`config.mk`:
```
export PLATFORM = sky130hd
export DESIGN_NAME = mastermind_scorer_flat
export DESIGN_NICKNAME = d
export VERILOG_FILES = /design/src/rtl/mastermind_scorer_pkg.sv /design/src/rtl/mastermind_scorer_if.sv /design/src/rtl/mastermind_scorer_peg_thermometer.sv /design/src/rtl/mastermind_scorer.sv /design/src/flat_wrapper.sv
export SDC_FILE = /design/constraint.sdc
export NUM_CORES = 1
export LEC_CHECK = 0
export ABC_AREA = 1
export BUFFER_PORTS_ARGS = -buffer_cell sky130_fd_sc_hd__buf_2
export CORE_MARGIN = 2
export CORE_UTILIZATION = 30
export DETAILED_ROUTE_END_ITERATION = 7
export RECOVER_POWER = 50
export SYNTH_ARGS = -nofsm -noshare
export SYNTH_HDL_FRONTEND = slang
export SYNTH_SLANG_ARGS = --single-unit
```
`constraint.sdc`:
```
create_clock -name MAX10_CLK1_50 -period 6.5 [get_ports MAX10_CLK1_50]
set_input_delay 1.3 -clock MAX10_CLK1_50 [delete_from_list [all_inputs] [get_ports MAX10_CLK1_50]]
set_output_delay 1.3 -clock MAX10_CLK1_50 [all_outputs]
set_load 0.1 [all_outputs]
```
`src/rtl/mastermind_scorer_pkg.sv`:
```
// Shared types, width helpers and peg-slicing for the Mastermind scoring engine.
package mastermind_pkg;

  typedef enum logic [1:0] {
    IDLE  = 2'd0,
    BLACK = 2'd1,
    WHITE = 2'd2,
    DONE  = 2'd3
  } state_t;

  localparam int MAX_VEC_W   = 256;
  localparam int MAX_COLOR_W = 16;

  function automatic int cnt_width(input int num_pegs);
    return $clog2(num_pegs + 1);
  endfunction

  function automatic int try_width(input int max_tries);
    return $clog2(max_tries + 1);
  endfunction

  // Colour of peg idx in a packed code; callers zero-extend their code to MAX_VEC_W.
  function automatic logic [MAX_COLOR_W-1:0] peg_color(input logic [MAX_VEC_W-1:0] vec,
                                                       input int idx, input int cbits);
    logic [MAX_COLOR_W-1:0] mask;
    mask = MAX_COLOR_W'((32'd1 << cbits) - 32'd1);
    return MAX_COLOR_W'(vec >> (idx * cbits)) & mask;
  endfunction

endpackage

```
`src/rtl/mastermind_scorer_if.sv`:
```
// Secret/guess/score bundle between the input logic (master) and the scorer (slave).
interface mastermind_scorer_if
  import mastermind_pkg::*;
#(
  parameter int NUM_PEGS   = 4,
  parameter int COLOR_BITS = 3,
  parameter int MAX_TRIES  = 10
) ();
  localparam int VEC_W = NUM_PEGS * COLOR_BITS;
  localparam int CNT_W = cnt_width(NUM_PEGS);
  localparam int TRY_W = try_width(MAX_TRIES);

  logic                  secret_load;
  logic [VEC_W-1:0]      secret_in;
  logic                  guess_valid;
  logic [VEC_W-1:0]      guess_in;
  logic                  guess_ready;
  logic                  score_valid;
  logic [CNT_W-1:0]      black_count;
  logic [CNT_W-1:0]      white_count;
  logic [TRY_W-1:0]      attempts;
  logic                  win;
  logic                  lose;
  logic [2*NUM_PEGS-1:0] peg_led;

  modport master (
    output secret_load, secret_in, guess_valid, guess_in,
    input  guess_ready, score_valid, black_count, white_count, attempts, win, lose, peg_led
  );

  modport slave (
    input  secret_load, secret_in, guess_valid, guess_in,
    output guess_ready, score_valid, black_count, white_count, attempts, win, lose, peg_led
  );
endinterface

```
`src/rtl/mastermind_scorer_peg_thermometer.sv`:
```
// Count-to-thermometer converter driving one half of the peg LED bar.
module peg_thermometer #(
  parameter int NUM_PEGS = 4,
  parameter int CNT_W    = 3
) (
  input  logic [CNT_W-1:0]    count,
  output logic [NUM_PEGS-1:0] therm
);
  // LED k lights when more than k pegs are counted.
  always_comb begin
    therm = '0;
    for (int k = 0; k < NUM_PEGS; k++) begin
      therm[k] = (count > CNT_W'(k));
    end
  end
endmodule

```
`src/rtl/mastermind_scorer.sv`:
```
// Sequential Mastermind scorer: exact matches in one cycle, then one guess peg per cycle
// for colour-only matches, with attempt tracking and sticky win/lose.
module mastermind_scorer
  import mastermind_pkg::*;
#(
  parameter int NUM_PEGS   = 4,
  parameter int COLOR_BITS = 3,
  parameter int MAX_TRIES  = 10
) (
  input logic          MAX10_CLK1_50,
  input logic          rst,
  mastermind_scorer_if.slave bus
);
  localparam int VEC_W = NUM_PEGS * COLOR_BITS;
  localparam int CNT_W = cnt_width(NUM_PEGS);
  localparam int TRY_W = try_width(MAX_TRIES);

  state_t                 state_r;
  logic [VEC_W-1:0]       secret_r, guess_r;
  logic [NUM_PEGS-1:0]    gused_r, sused_r;
  logic [CNT_W-1:0]       black_r, white_r, idx_r;
  logic [CNT_W-1:0]       black_count_r, white_count_r;
  logic [TRY_W-1:0]       attempts_r;
  logic                   win_r, lose_r, score_valid_r;

  logic [NUM_PEGS-1:0]    match_s, take_mask_s, black_therm_s, white_therm_s;
  logic [CNT_W-1:0]       black_s, white_next_s;
  logic [TRY_W-1:0]       attempts_next_s;
  logic [MAX_COLOR_W-1:0] gi_s;
  logic                   skip_s, guess_ready_s;

  function automatic logic [MAX_COLOR_W-1:0] color_at(input logic [VEC_W-1:0] v, input int k);
    return peg_color(MAX_VEC_W'(v), k, COLOR_BITS);
  endfunction

  assign guess_ready_s = (state_r == IDLE) && !win_r && !lose_r;

  // Exact-position match mask and its population count.
  always_comb begin
    match_s = '0;
    black_s = '0;
    for (int k = 0; k < NUM_PEGS; k++) begin
      match_s[k] = (color_at(guess_r, k) == color_at(secret_r, k));
      black_s    = black_s + CNT_W'(match_s[k]);
    end
  end

  // One white step: lowest unused secret peg matching the current guess peg.
  always_comb begin
    gi_s        = '0;
    skip_s      = 1'b0;
    take_mask_s = '0;
    for (int k = 0; k < NUM_PEGS; k++) begin
      gi_s   = (idx_r == CNT_W'(k)) ? color_at(guess_r, k) : gi_s;
      skip_s = (idx_r == CNT_W'(k)) ? gused_r[k] : skip_s;
    end
    for (int j = NUM_PEGS - 1; j >= 0; j--) begin
      if (!skip_s && !sused_r[j] && (color_at(secret_r, j) == gi_s)) begin
        take_mask_s    = '0;
        take_mask_s[j] = 1'b1;
      end else begin
        take_mask_s = take_mask_s;
      end
    end
    white_next_s    = white_r + CNT_W'(|take_mask_s);
    attempts_next_s = (attempts_r == TRY_W'(MAX_TRIES)) ? attempts_r : attempts_r + TRY_W'(1);
  end

  // Scoring FSM and all registered outputs.
  always_ff @(posedge MAX10_CLK1_50) begin
    if (rst) begin
      state_r       <= IDLE;
      secret_r      <= '0;
      guess_r       <= '0;
      gused_r       <= '0;
      sused_r       <= '0;
      black_r       <= '0;
      white_r       <= '0;
      idx_r         <= '0;
      black_count_r <= '0;
      white_count_r <= '0;
      attempts_r    <= '0;
      win_r         <= 1'b0;
      lose_r        <= 1'b0;
      score_valid_r <= 1'b0;
    end else begin
      score_valid_r <= 1'b0;
      case (state_r)
        IDLE: begin
          if (bus.secret_load) begin
            secret_r      <= bus.secret_in;
            attempts_r    <= '0;
            win_r         <= 1'b0;
            lose_r        <= 1'b0;
            black_count_r <= '0;
            white_count_r <= '0;
          end else if (bus.guess_valid && guess_ready_s) begin
            guess_r <= bus.guess_in;
            state_r <= BLACK;
          end
        end
        BLACK: begin
          gused_r <= match_s;
          sused_r <= match_s;
          black_r <= black_s;
          white_r <= '0;
          idx_r   <= '0;
          state_r <= WHITE;
        end
        WHITE: begin
          sused_r <= sused_r | take_mask_s;
          white_r <= white_next_s;
          idx_r   <= idx_r + CNT_W'(1);
          // Results are registered on the last step so they are valid throughout DONE.
          if (idx_r == CNT_W'(NUM_PEGS - 1)) begin
            state_r       <= DONE;
            score_valid_r <= 1'b1;
            black_count_r <= black_r;
            white_count_r <= white_next_s;
            attempts_r    <= attempts_next_s;
            if (black_r == CNT_W'(NUM_PEGS)) begin
              win_r <= 1'b1;
            end else if (attempts_next_s == TRY_W'(MAX_TRIES)) begin
              lose_r <= 1'b1;
            end
          end
        end
        DONE: begin
          state_r <= IDLE;
        end
        default: begin
          state_r <= IDLE;
        end
      endcase
    end
  end

  peg_thermometer #(.NUM_PEGS(NUM_PEGS), .CNT_W(CNT_W)) u_black_therm (
    .count (black_count_r),
    .therm (black_therm_s)
  );

  peg_thermometer #(.NUM_PEGS(NUM_PEGS), .CNT_W(CNT_W)) u_white_therm (
    .count (white_count_r),
    .therm (white_therm_s)
  );

  assign bus.guess_ready = guess_ready_s;
  assign bus.score_valid = score_valid_r;
  assign bus.black_count = black_count_r;
  assign bus.white_count = white_count_r;
  assign bus.attempts    = attempts_r;
  assign bus.win         = win_r;
  assign bus.lose        = lose_r;
  assign bus.peg_led     = {white_therm_s, black_therm_s};
endmodule
```
`src/flat_wrapper.sv`:
```
// flat-port wrapper written by rule: the top's interface ports become plain ports
module mastermind_scorer_flat import mastermind_pkg::*;
#(
  parameter int NUM_PEGS   = 4,
  parameter int COLOR_BITS = 3,
  parameter int MAX_TRIES  = 10
)
  (MAX10_CLK1_50, rst, bus_secret_load, bus_secret_in, bus_guess_valid, bus_guess_in, bus_guess_ready, bus_score_valid, bus_black_count, bus_white_count, bus_attempts, bus_win, bus_lose, bus_peg_led);
  mastermind_scorer_if #(.NUM_PEGS(NUM_PEGS), .COLOR_BITS(COLOR_BITS), .MAX_TRIES(MAX_TRIES)) bus_i ();
  input logic MAX10_CLK1_50;
  input logic rst;
  input wire logic [$bits(bus_i.secret_load)-1:0] bus_secret_load;
  input wire logic [$bits(bus_i.secret_in)-1:0] bus_secret_in;
  input wire logic [$bits(bus_i.guess_valid)-1:0] bus_guess_valid;
  input wire logic [$bits(bus_i.guess_in)-1:0] bus_guess_in;
  output wire logic [$bits(bus_i.guess_ready)-1:0] bus_guess_ready;
  output wire logic [$bits(bus_i.score_valid)-1:0] bus_score_valid;
  output wire logic [$bits(bus_i.black_count)-1:0] bus_black_count;
  output wire logic [$bits(bus_i.white_count)-1:0] bus_white_count;
  output wire logic [$bits(bus_i.attempts)-1:0] bus_attempts;
  output wire logic [$bits(bus_i.win)-1:0] bus_win;
  output wire logic [$bits(bus_i.lose)-1:0] bus_lose;
  output wire logic [$bits(bus_i.peg_led)-1:0] bus_peg_led;
  assign bus_i.secret_load = bus_secret_load;
  assign bus_i.secret_in = bus_secret_in;
  assign bus_i.guess_valid = bus_guess_valid;
  assign bus_i.guess_in = bus_guess_in;
  assign bus_guess_ready = bus_i.guess_ready;
  assign bus_score_valid = bus_i.score_valid;
  assign bus_black_count = bus_i.black_count;
  assign bus_white_count = bus_i.white_count;
  assign bus_attempts = bus_i.attempts;
  assign bus_win = bus_i.win;
  assign bus_lose = bus_i.lose;
  assign bus_peg_led = bus_i.peg_led;
  mastermind_scorer #(.NUM_PEGS(NUM_PEGS), .COLOR_BITS(COLOR_BITS), .MAX_TRIES(MAX_TRIES)) u_core (.MAX10_CLK1_50(MAX10_CLK1_50), .rst(rst), .bus(bus_i));
endmodule
```
==> results of run 1 <==
-- layer usage --
metal  track usage  vias to the layer above
met4        0.0314                        0
li1              -                     1437
met3        0.0231                        9
met2         0.228                       75
met1         0.181                     1182
met5             0                        -
-- final timing paths --
| path | startpoint | endpoint | slack (ns) | depth (start not counted) |
|---|---|---|---|---|
| min | u_core.gused_r[0]$_SDFFE_PP0N_ | u_core.gused_r[0]$_SDFFE_PP0N_ | 0.47 | 2 |
| max reg2reg | u_core.state_r[0]$_SDFFE_PP0P_ | u_core.bus.black_count[0]$_SDFFE_PP0P_ | 3.60 | 9 |
| min reg2reg | u_core.gused_r[0]$_SDFFE_PP0N_ | u_core.gused_r[0]$_SDFFE_PP0N_ | 0.47 | 2 |
| max | u_core.state_r[1]$_SDFFE_PP0P_ | bus_guess_ready | 3.46 | 5 |
-- area by class of cell --
class / instances / area [um2]
fillers: 1113 / 6390
clock inverters: 2 / 12.5
well taps: 133 / 166
inverters: 55 / 206
multi-input cells: 297 / 1630
clock buffers: 5 / 68.8
repair buffers: 49 / 223
flip-flops and latches: 56 / 1120
-- stage by stage --
stage               hold slack, ns  worst slack [ns]  instances  cell area, um2
floorplan                    0.444              2.25        425            3040
global placement             0.459              3.61        590            3380
detailed placement           0.463              3.59        590            3380
CTS                          0.476              3.45        597            3460
global route                 0.489              3.20        597            3420
finish                       0.471              3.46        597            3420
-- report_power, final --
part / switching, mW / total [mW] / internal [mW]
combinational: 0.591 / 0.812 / 0.221
clock: 0.112 / 0.185 / 0.0734
sequential: 0.0743 / 0.499 / 0.425
-- worst reg2reg max path: cells and delay by family, from the launching register on --
kind	cells	cell delay (ns)
flip-flops	1	0.36
buffers and inverters	3	0.80
AO/OA/AOI/OAI	1	0.13
AND/OR/NAND/NOR	4	1.22
adder cells (fa/ha/maj)	1	0.33
-- kinds of logic after synthesis --
logic type | synth area share
simple gates | 0.262
compound gates | 0.170
buf+inv | 0.0913
flops | 0.369
xor+xnor | 0.0432
fa+ha+maj | 0.0642
-- cell usage in the layout (no fill, tap or decap) --
| cell | Yosys | layout |
|---|---|---|
| nor2_1 | 50 | 50 |
| fa_1 | 1 | 1 |
| buf_2 | 3 | 31 |
| a2bb2oi_1 | 1 | 1 |
| inv_1 | 45 | 47 |
| a21oi_2 | 3 | 3 |
| clkbuf_8 | 0 | 5 |
| clkinvlp_4 | 0 | 1 |
| dfxtp_1 | 56 | 56 |
| a21oi_1 | 46 | 46 |
| and3_1 | 3 | 3 |
| xor2_1 | 4 | 4 |
| clkinv_2 | 0 | 1 |
| a22oi_1 | 2 | 2 |
| o21ai_0 | 37 | 38 |
| nand2_4 | 7 | 7 |
| inv_2 | 10 | 8 |
| ha_1 | 14 | 14 |
| nor2_2 | 5 | 5 |
| o21ai_1 | 4 | 3 |
| clkbuf_1 | 12 | 18 |
| nand3b_1 | 2 | 2 |
| o21ai_2 | 2 | 2 |
| nor3_1 | 4 | 5 |
| nand2_2 | 9 | 7 |
| or2_2 | 1 | 1 |
| nand2_1 | 61 | 63 |
| nor4_1 | 1 | 1 |
| a211oi_1 | 2 | 2 |
| nor3b_1 | 1 | 1 |
| xnor2_1 | 11 | 11 |
| nand3_1 | 25 | 25 |
-- sequential cells by signal, indices dropped and copies added, names as in the netlist, 2 cells and up --
signal / cells
u_core.guess_r: 12
u_core.sused_r: 4
u_core.white_r: 3
u_core.black_r: 3
u_core.gused_r: 4
u_core.bus.black_count: 3
u_core.state_r: 2
u_core.bus.attempts: 4
u_core.secret_r: 12
u_core.idx_r: 3
u_core.bus.white_count: 3
==> metrics, run 1 <==
Final Hold Fails 0; sequential fraction of the synthesis area 0.369; share of layout cells above drive strength 1 0.153; CP Max Fanout 3; Overall Global Routing Usage 0.135; Synth Instances 425; port bufs 49; post-DP HPWL 5590 um; RSZ-0062 raised after global routing no; drt total wl 7260 um; gr ovfl total 0; Metal-1 WL 3530 um; count leader, synth nand2_1; critical path's top delay family buffers and inverters; Cell Pwr Density 437 nW/um2; core area 9820 um2; Area Growth Syn to Fin 12.6%; slew margin rel. 0.224; vias in the first global route 2611; cell taking the most area after synthesis dfxtp_1; CP required 5.20 ns; FP Rows 36; vias 2703; Final Core Density 0.349; top cells by count, synth 61 x nand2_1, 56 x dfxtp_1, 50 x nor2_1; Buf+Inv Stages, Crit Path 3; syn_area_per_cell 7.16 um2; antenna viol nets, final 0; post-synth cell types 32; MaxCap Viol Count 0; Nets 507; count of final max-slew check failures 0; Max Fclk 328 MHz; Mapped Nets 468; CP Capture Type output pin; antenna violations before repair 0; post-cts repair resize count 0; Max H-tree Level 2; DR iter-0 viols 110; most frequent CP cell inv_1; clock skew 0.00676 ns; largest net degree at the start of global routing 39; Period minus WS final 3.04 ns; Routed met2 length 3220 um; Leak Pwr 1.45 nW; drt via density 4.53; Initial Utilization 0.310; Die X 105 um; CTS buffer count 5; critical path's slowest cell buf_2; Worst-Margin Slew 1.17 ns; Post-synth EDFFs 0; GPL Wtd Cong 0.890; outcome finished clean; Longest Clk Path Bufs 2; YS warnings 0; crit start category register; Antenna diodes 0; # setup viols final 0; Post-Route Setup TNS 0 ns; worst skew pair latency 0.31 ns; CTS root buf clkbuf_8; fraction of registers with async set/reset 0; worst hold path class reg -> reg; DR WL met3 434 um; DR top layer met4; First-pass DRT Iterations 5; Setup CP Type reg -> out; clk slew on worst S/H paths 0.10 ns; DIE AREA 11000 um2; Design Power 1.50 mW; critical path, cell by cell inv_1 > ha_1 > inv_1 > nor3_1 > buf_2; first-pass GRT wire length 12300 um; top cell type's share of synthesized area 0.369; post-CTS setup buffer count 0; Worst EP arrival 1.74 ns; routed len/inst 12.2 um; # DRC 0; peak supply drop 311 uV; Die H 105 um; Post-Synthesis Cell Area 3040 um2; io pins 50; Sink Count 56; Area contributors post-synth dfxtp_1 37%, a21oi_1 7.6%, nand2_1 7.5%; number of synthesized register bits 56; max incr delay on CP 0.50 ns; hold buffers post-CTS 0; Tcrit/Tclk final 0.468; Synth Flop Type dfxtp_1; CTS tree done
No activity file was read; power rests on OpenSTA's default activity.
==> run 2: changes to the inputs <==
Clock period 6.5 ns to 3.1 ns, I/O delays scaled along.
==> metrics, run 2 (same netlist as run 1, synthesis figures left out) <==
outcome finished clean; Switching Share 0.515; CP Max Fanout 6; commonest non-fill, non-tap cell in the layout nand2_1; peak supply drop 596 uV; # setup viols final 0; Worst-Margin Slew 1.16 ns; Hold Crit Start u_core.guess_r[5]$_SDFFE_PP0P_; Sequential Power Share 0.329; Antenna diodes 0; vias 2695; Period minus WS final 2.73 ns; hold buffers post-CTS 0; Sink Count 56; Setup CP Type reg -> reg; dpl cell area 3410 um2; Layout Cells excl Fill 601; CP Capture Type register; Area Growth Syn to Fin 14.1%; drt via density 4.48; routed len/inst 11.8 um; Final Hold Fails 0; slew margin rel. 0.227; Die H 105 um; DIE AREA 11000 um2; port bufs 49; Longest Clk Path Bufs 2; Initial Utilization 0.310; clk slew on worst S/H paths 0.11 ns; # DRC 0; R2R Path Start u_core.idx_r[1]$_SDFFE_PP0P_; io pins 50; Nets 510; Tcrit/Tclk final 0.880; count of final max-slew check failures 0; Internal Pwr Total 1.54 mW; share of layout cells above drive strength 1 0.173; post-cts repair resize count 0; FP Rows 36; antenna violations before repair 0; Clock power frac 0.134; largest net degree at the start of global routing 25; most frequent cells in the layout 61 x nand2_1, 56 x dfxtp_1, 50 x nor2_1, 45 x inv_1, 45 x a21oi_1; Gate power share 0.536; Cell Pwr Density 917 nW/um2; drt total wl 7100 um; Overall Global Routing Usage 0.134; CTS buffer count 5; First-pass DRT Iterations 4; Max Fclk 366 MHz; Leak Pwr 1.47 nW; GPL Wtd Cong 0.847; CTS root buf clkbuf_8; RSZ-0062 raised after global routing no; first-pass GRT wire length 12100 um; Worst EP arrival 2.99 ns; post-DP HPWL 5640 um; P_sw 1.64 mW; Post-Route Setup TNS 0 ns; Die X 105 um; CP required 3.36 ns; antenna viol nets, final 0; crit start category register; DR iter-0 viols 100; worst skew pair latency 0.32 ns; top flop regs u_core.guess_r x12, u_core.secret_r x12; gr ovfl total 0; core area 9820 um2; Post-Place Cells 593; post-route cell area 3470 um2; MaxCap Viol Count 0; post-CTS setup buffer count 0; minimum hold slack 0.478 ns; vias in the first global route 2497; CTS tree done; Max H-tree Level 2; clock skew 0.0146 ns; crit path from u_core.idx_r[1]$_SDFFE_PP0P_; worst hold path class reg -> reg
run 2: worst max-delay path, cell delays in order, from the launching register on:
cell     delay, ns
dfxtp_1       0.39
ha_1          0.16
ha_1          0.28
inv_2         0.10
o21ai_1       0.08
inv_1         0.05
nand2_2       0.07
nand2_2       0.06
nor2_1        0.09
nand2_1       0.06
nor2_1        0.11
nand2_2       0.08
nand2_1       0.07
inv_2         0.04
nand2_1       0.07
nand3_1       0.08
ha_1          0.20
ha_1          0.20
nand2_1       0.06
nand2_1       0.04
nor2_1        0.14
o21ai_0       0.10
a21oi_1       0.13
run 2: routing by layer:
metal  part of all wire  routed length, um  track usage
met5                  0                  0            0
met4             0.0068                 48       0.0305
met3              0.056                395       0.0250
met2               0.44               3100        0.212
met1               0.50               3560        0.191
run 2: power groups by stage:
stage | logic (mW) | clock network, mW | registers [mW]
finish | 1.71 | 0.427 | 1.05
global route | 1.92 | 0.467 | 1.07
CTS | 1.75 | 0.438 | 1.05
detailed placement | 1.75 | 0 | 1.06
global placement | 1.73 | 0 | 1.06
floorplan | 1.31 | 0 | 1.16
run 2: worst paths after layout:
check	end	slack [ns]	cells past startpoint
hold / removal	u_core.guess_r[5]$_SDFFE_PP0P_	0.48	2
hold reg to reg	u_core.guess_r[5]$_SDFFE_PP0P_	0.48	2
setup reg to reg	u_core.bus.white_count[2]$_SDFFE_PP0P_	0.37	22
setup / recovery	u_core.bus.white_count[2]$_SDFFE_PP0P_	0.37	22
run 2: metrics by stage:
stage	setup slack [ns]	utilization	total power, mW
2_1_floorplan	0.0818	-	2.47
3_3_place_gp	0.486	0.348	2.79
3_5_place_dp	0.361	0.348	2.81
4_1_cts	0.343	0.358	3.23
5_1_grt	0.000959	0.353	3.46
6_report	0.371	0.353	3.18
run 2: cell type report:
type / instances / area [um2]
Multi-Input combinational cell: 297 / 1640
Timing Repair Buffer: 52 / 238
Clock buffer: 6 / 82.6
Tap cell: 133 / 166
Sequential cell: 56 / 1120
Fill cell: 1106 / 6350
Clock inverter: 2 / 15.0
Inverter: 55 / 206
==> run 3: changes to the inputs <==
Clock period 3.1 ns to 2.5 ns, I/O delays scaled along.
==> metrics, run 3 (same netlist as run 1, synthesis figures left out) <==
outcome finished clean; Leak Pwr 1.63 nW; Overall Global Routing Usage 0.143; CTS tree done; Final Core Density 0.399; drt via density 4.63; DR top layer met4; vias 2878; count of final max-slew check failures 0; clk slew on worst S/H paths 0.11 ns; largest net degree at the start of global routing 25; min setup slack post-route 0.0203 ns; Worst-Margin Slew 1.17 ns; First-pass DRT Iterations 4; DR WL met3 407 um; Final Hold Fails 0; Max H-tree Level 2; RSZ-0062 raised after global routing yes; gr ovfl total 0; worst hold path class in -> reg; hold buffers post-CTS 0; FP Rows 36; drt total wl 7780 um; # setup viols final 0; DIE AREA 11000 um2; Design Power 4.59 mW; commonest non-fill, non-tap cell in the layout nand2_1; Nets 530; post-route cell area 3920 um2; first-pass GRT wire length 12700 um; Initial Utilization 0.310; Sink Count 56; Setup CP Type reg -> reg; CTS root buf clkbuf_8; Area Growth Syn to Fin 28.8%; Metal-1 WL 3660 um; antenna viol nets, final 0; GPL Wtd Cong 0.873; post-DP HPWL 5690 um; crit start category register; vias in the first global route 2757; slew margin rel. 0.222; Post-Route Setup TNS 0 ns; Fillers 1055; antenna violations before repair 0; port bufs 49; worst skew pair latency 0.32 ns; CP Capture Type register; routed len/inst 12.5 um; top flop regs u_core.guess_r x12, u_core.secret_r x12; dpl cell area 3530 um2; share of layout cells above drive strength 1 0.299; Longest Clk Path Bufs 2; Period minus WS final 2.48 ns; Die H 105 um; CTS buffer count 5; Max Fclk 403 MHz; most frequent cells in the layout 53 x nand2_1, 52 x dfxtp_1, 45 x a21oi_1, 41 x inv_1, 40 x nor2_1; dpl ws -0.226 ns; Worst EP arrival 2.74 ns; Routed met2 length 3580 um; core area 9820 um2; Die X 105 um; Tcrit/Tclk final 0.992; io pins 50; Antenna diodes 0; peak supply drop 626 uV; Cell Pwr Density 1170 nW/um2; # DRC 0; CP required 2.76 ns; CP Max Fanout 6; DR iter-0 viols 107; clock skew 0.0104 ns; MaxCap Viol Count 0
-- run 3: cell count changes in the layout (fill, tap and decap cells not counted), moves of 7 or more --
cell,change
buf_4,+20
nor2_1,-10
nand3_1,-9
nor2_2,+9
nand2_1,-8
nand3_2,+8
ha_1,-7
ha_4,+7
-- run 3: what timing repair did --
action,4_1_cts,5_1_grt
pin swaps,17,32
setup endpoints to repair,5,5
setup buffers,6,1
resized for setup,30,33
-- run 3: final timing paths --
kind | depth (start not counted) | slack, ns | startpoint | to
worst max-delay path | 22 | 0.02 | u_core.idx_r[0]$_SDFFE_PP0P_ | u_core.bus.white_count[2]$_SDFFE_PP0P_
worst min-delay path | 3 | 0.44 | bus_secret_in[2] | u_core.secret_r[2]$_SDFFE_PP0P_
worst max register to register | 22 | 0.02 | u_core.idx_r[0]$_SDFFE_PP0P_ | u_core.bus.white_count[2]$_SDFFE_PP0P_
worst min register to register | 2 | 0.48 | u_core.black_r[1]$_SDFFE_PP0N_ | u_core.bus.black_count[1]$_SDFFE_PP0P_
-- run 3: stage by stage --
stage	std cells	hold WS [ns]
after floorplan	425	0.437
after global placement	606	0.459
after detailed placement	606	0.466
after CTS	620	0.438
after global routing	621	0.449
final	621	0.441
-- run 3: routing by layer --
| metal | vias to the layer above | global-route usage |
|---|---|---|
| li1 | 1490 | - |
| met1 | 1302 | 0.185 |
| met2 | 73 | 0.239 |
| met3 | 13 | 0.0281 |
| met4 | 0 | 0.0448 |
| met5 | - | 0 |
-- run 3: power breakdown --
part / total [mW] / internal, mW / switching (mW) / leakage, nW
clock: 0.618 / 0.302 / 0.315 / 0.0583
sequential: 1.31 / 1.11 / 0.209 / 0.461
combinational: 2.65 / 0.892 / 1.76 / 1.11
-- run 3: final cells by class --
| type | instances | area [um2] | share of cell area |
|---|---|---|---|
| clock buffers | 5 | 68.8 | 0.0176 |
| inverters | 55 | 219 | 0.0559 |
| well taps | 133 | 166 | 0.0425 |
| flip-flops and latches | 56 | 1130 | 0.289 |
| repair buffers | 72 | 395 | 0.101 |
| multi-input cells | 297 | 1890 | 0.482 |
| clock inverters | 3 | 47.5 | 0.0121 |
-- run 3: critical path, cell delays in order (launching register included) --
cell and delay [ns]:
dfxtp_4 0.41, buf_6 0.11, ha_4 0.18, nor2_1 0.06, nand2_1 0.07, nand3_2 0.07
nand2_2 0.09, nand2_4 0.07, nor2_2 0.08, nand2_1 0.07, nor2_2 0.11, nand2_1 0.07
nand2_2 0.08, inv_4 0.06, nand2_4 0.07, nand3_4 0.08, ha_4 0.17, ha_4 0.15
nand2_1 0.05, nand2_1 0.05, nor2_2 0.11, o21ai_1 0.08, a21oi_1 0.12
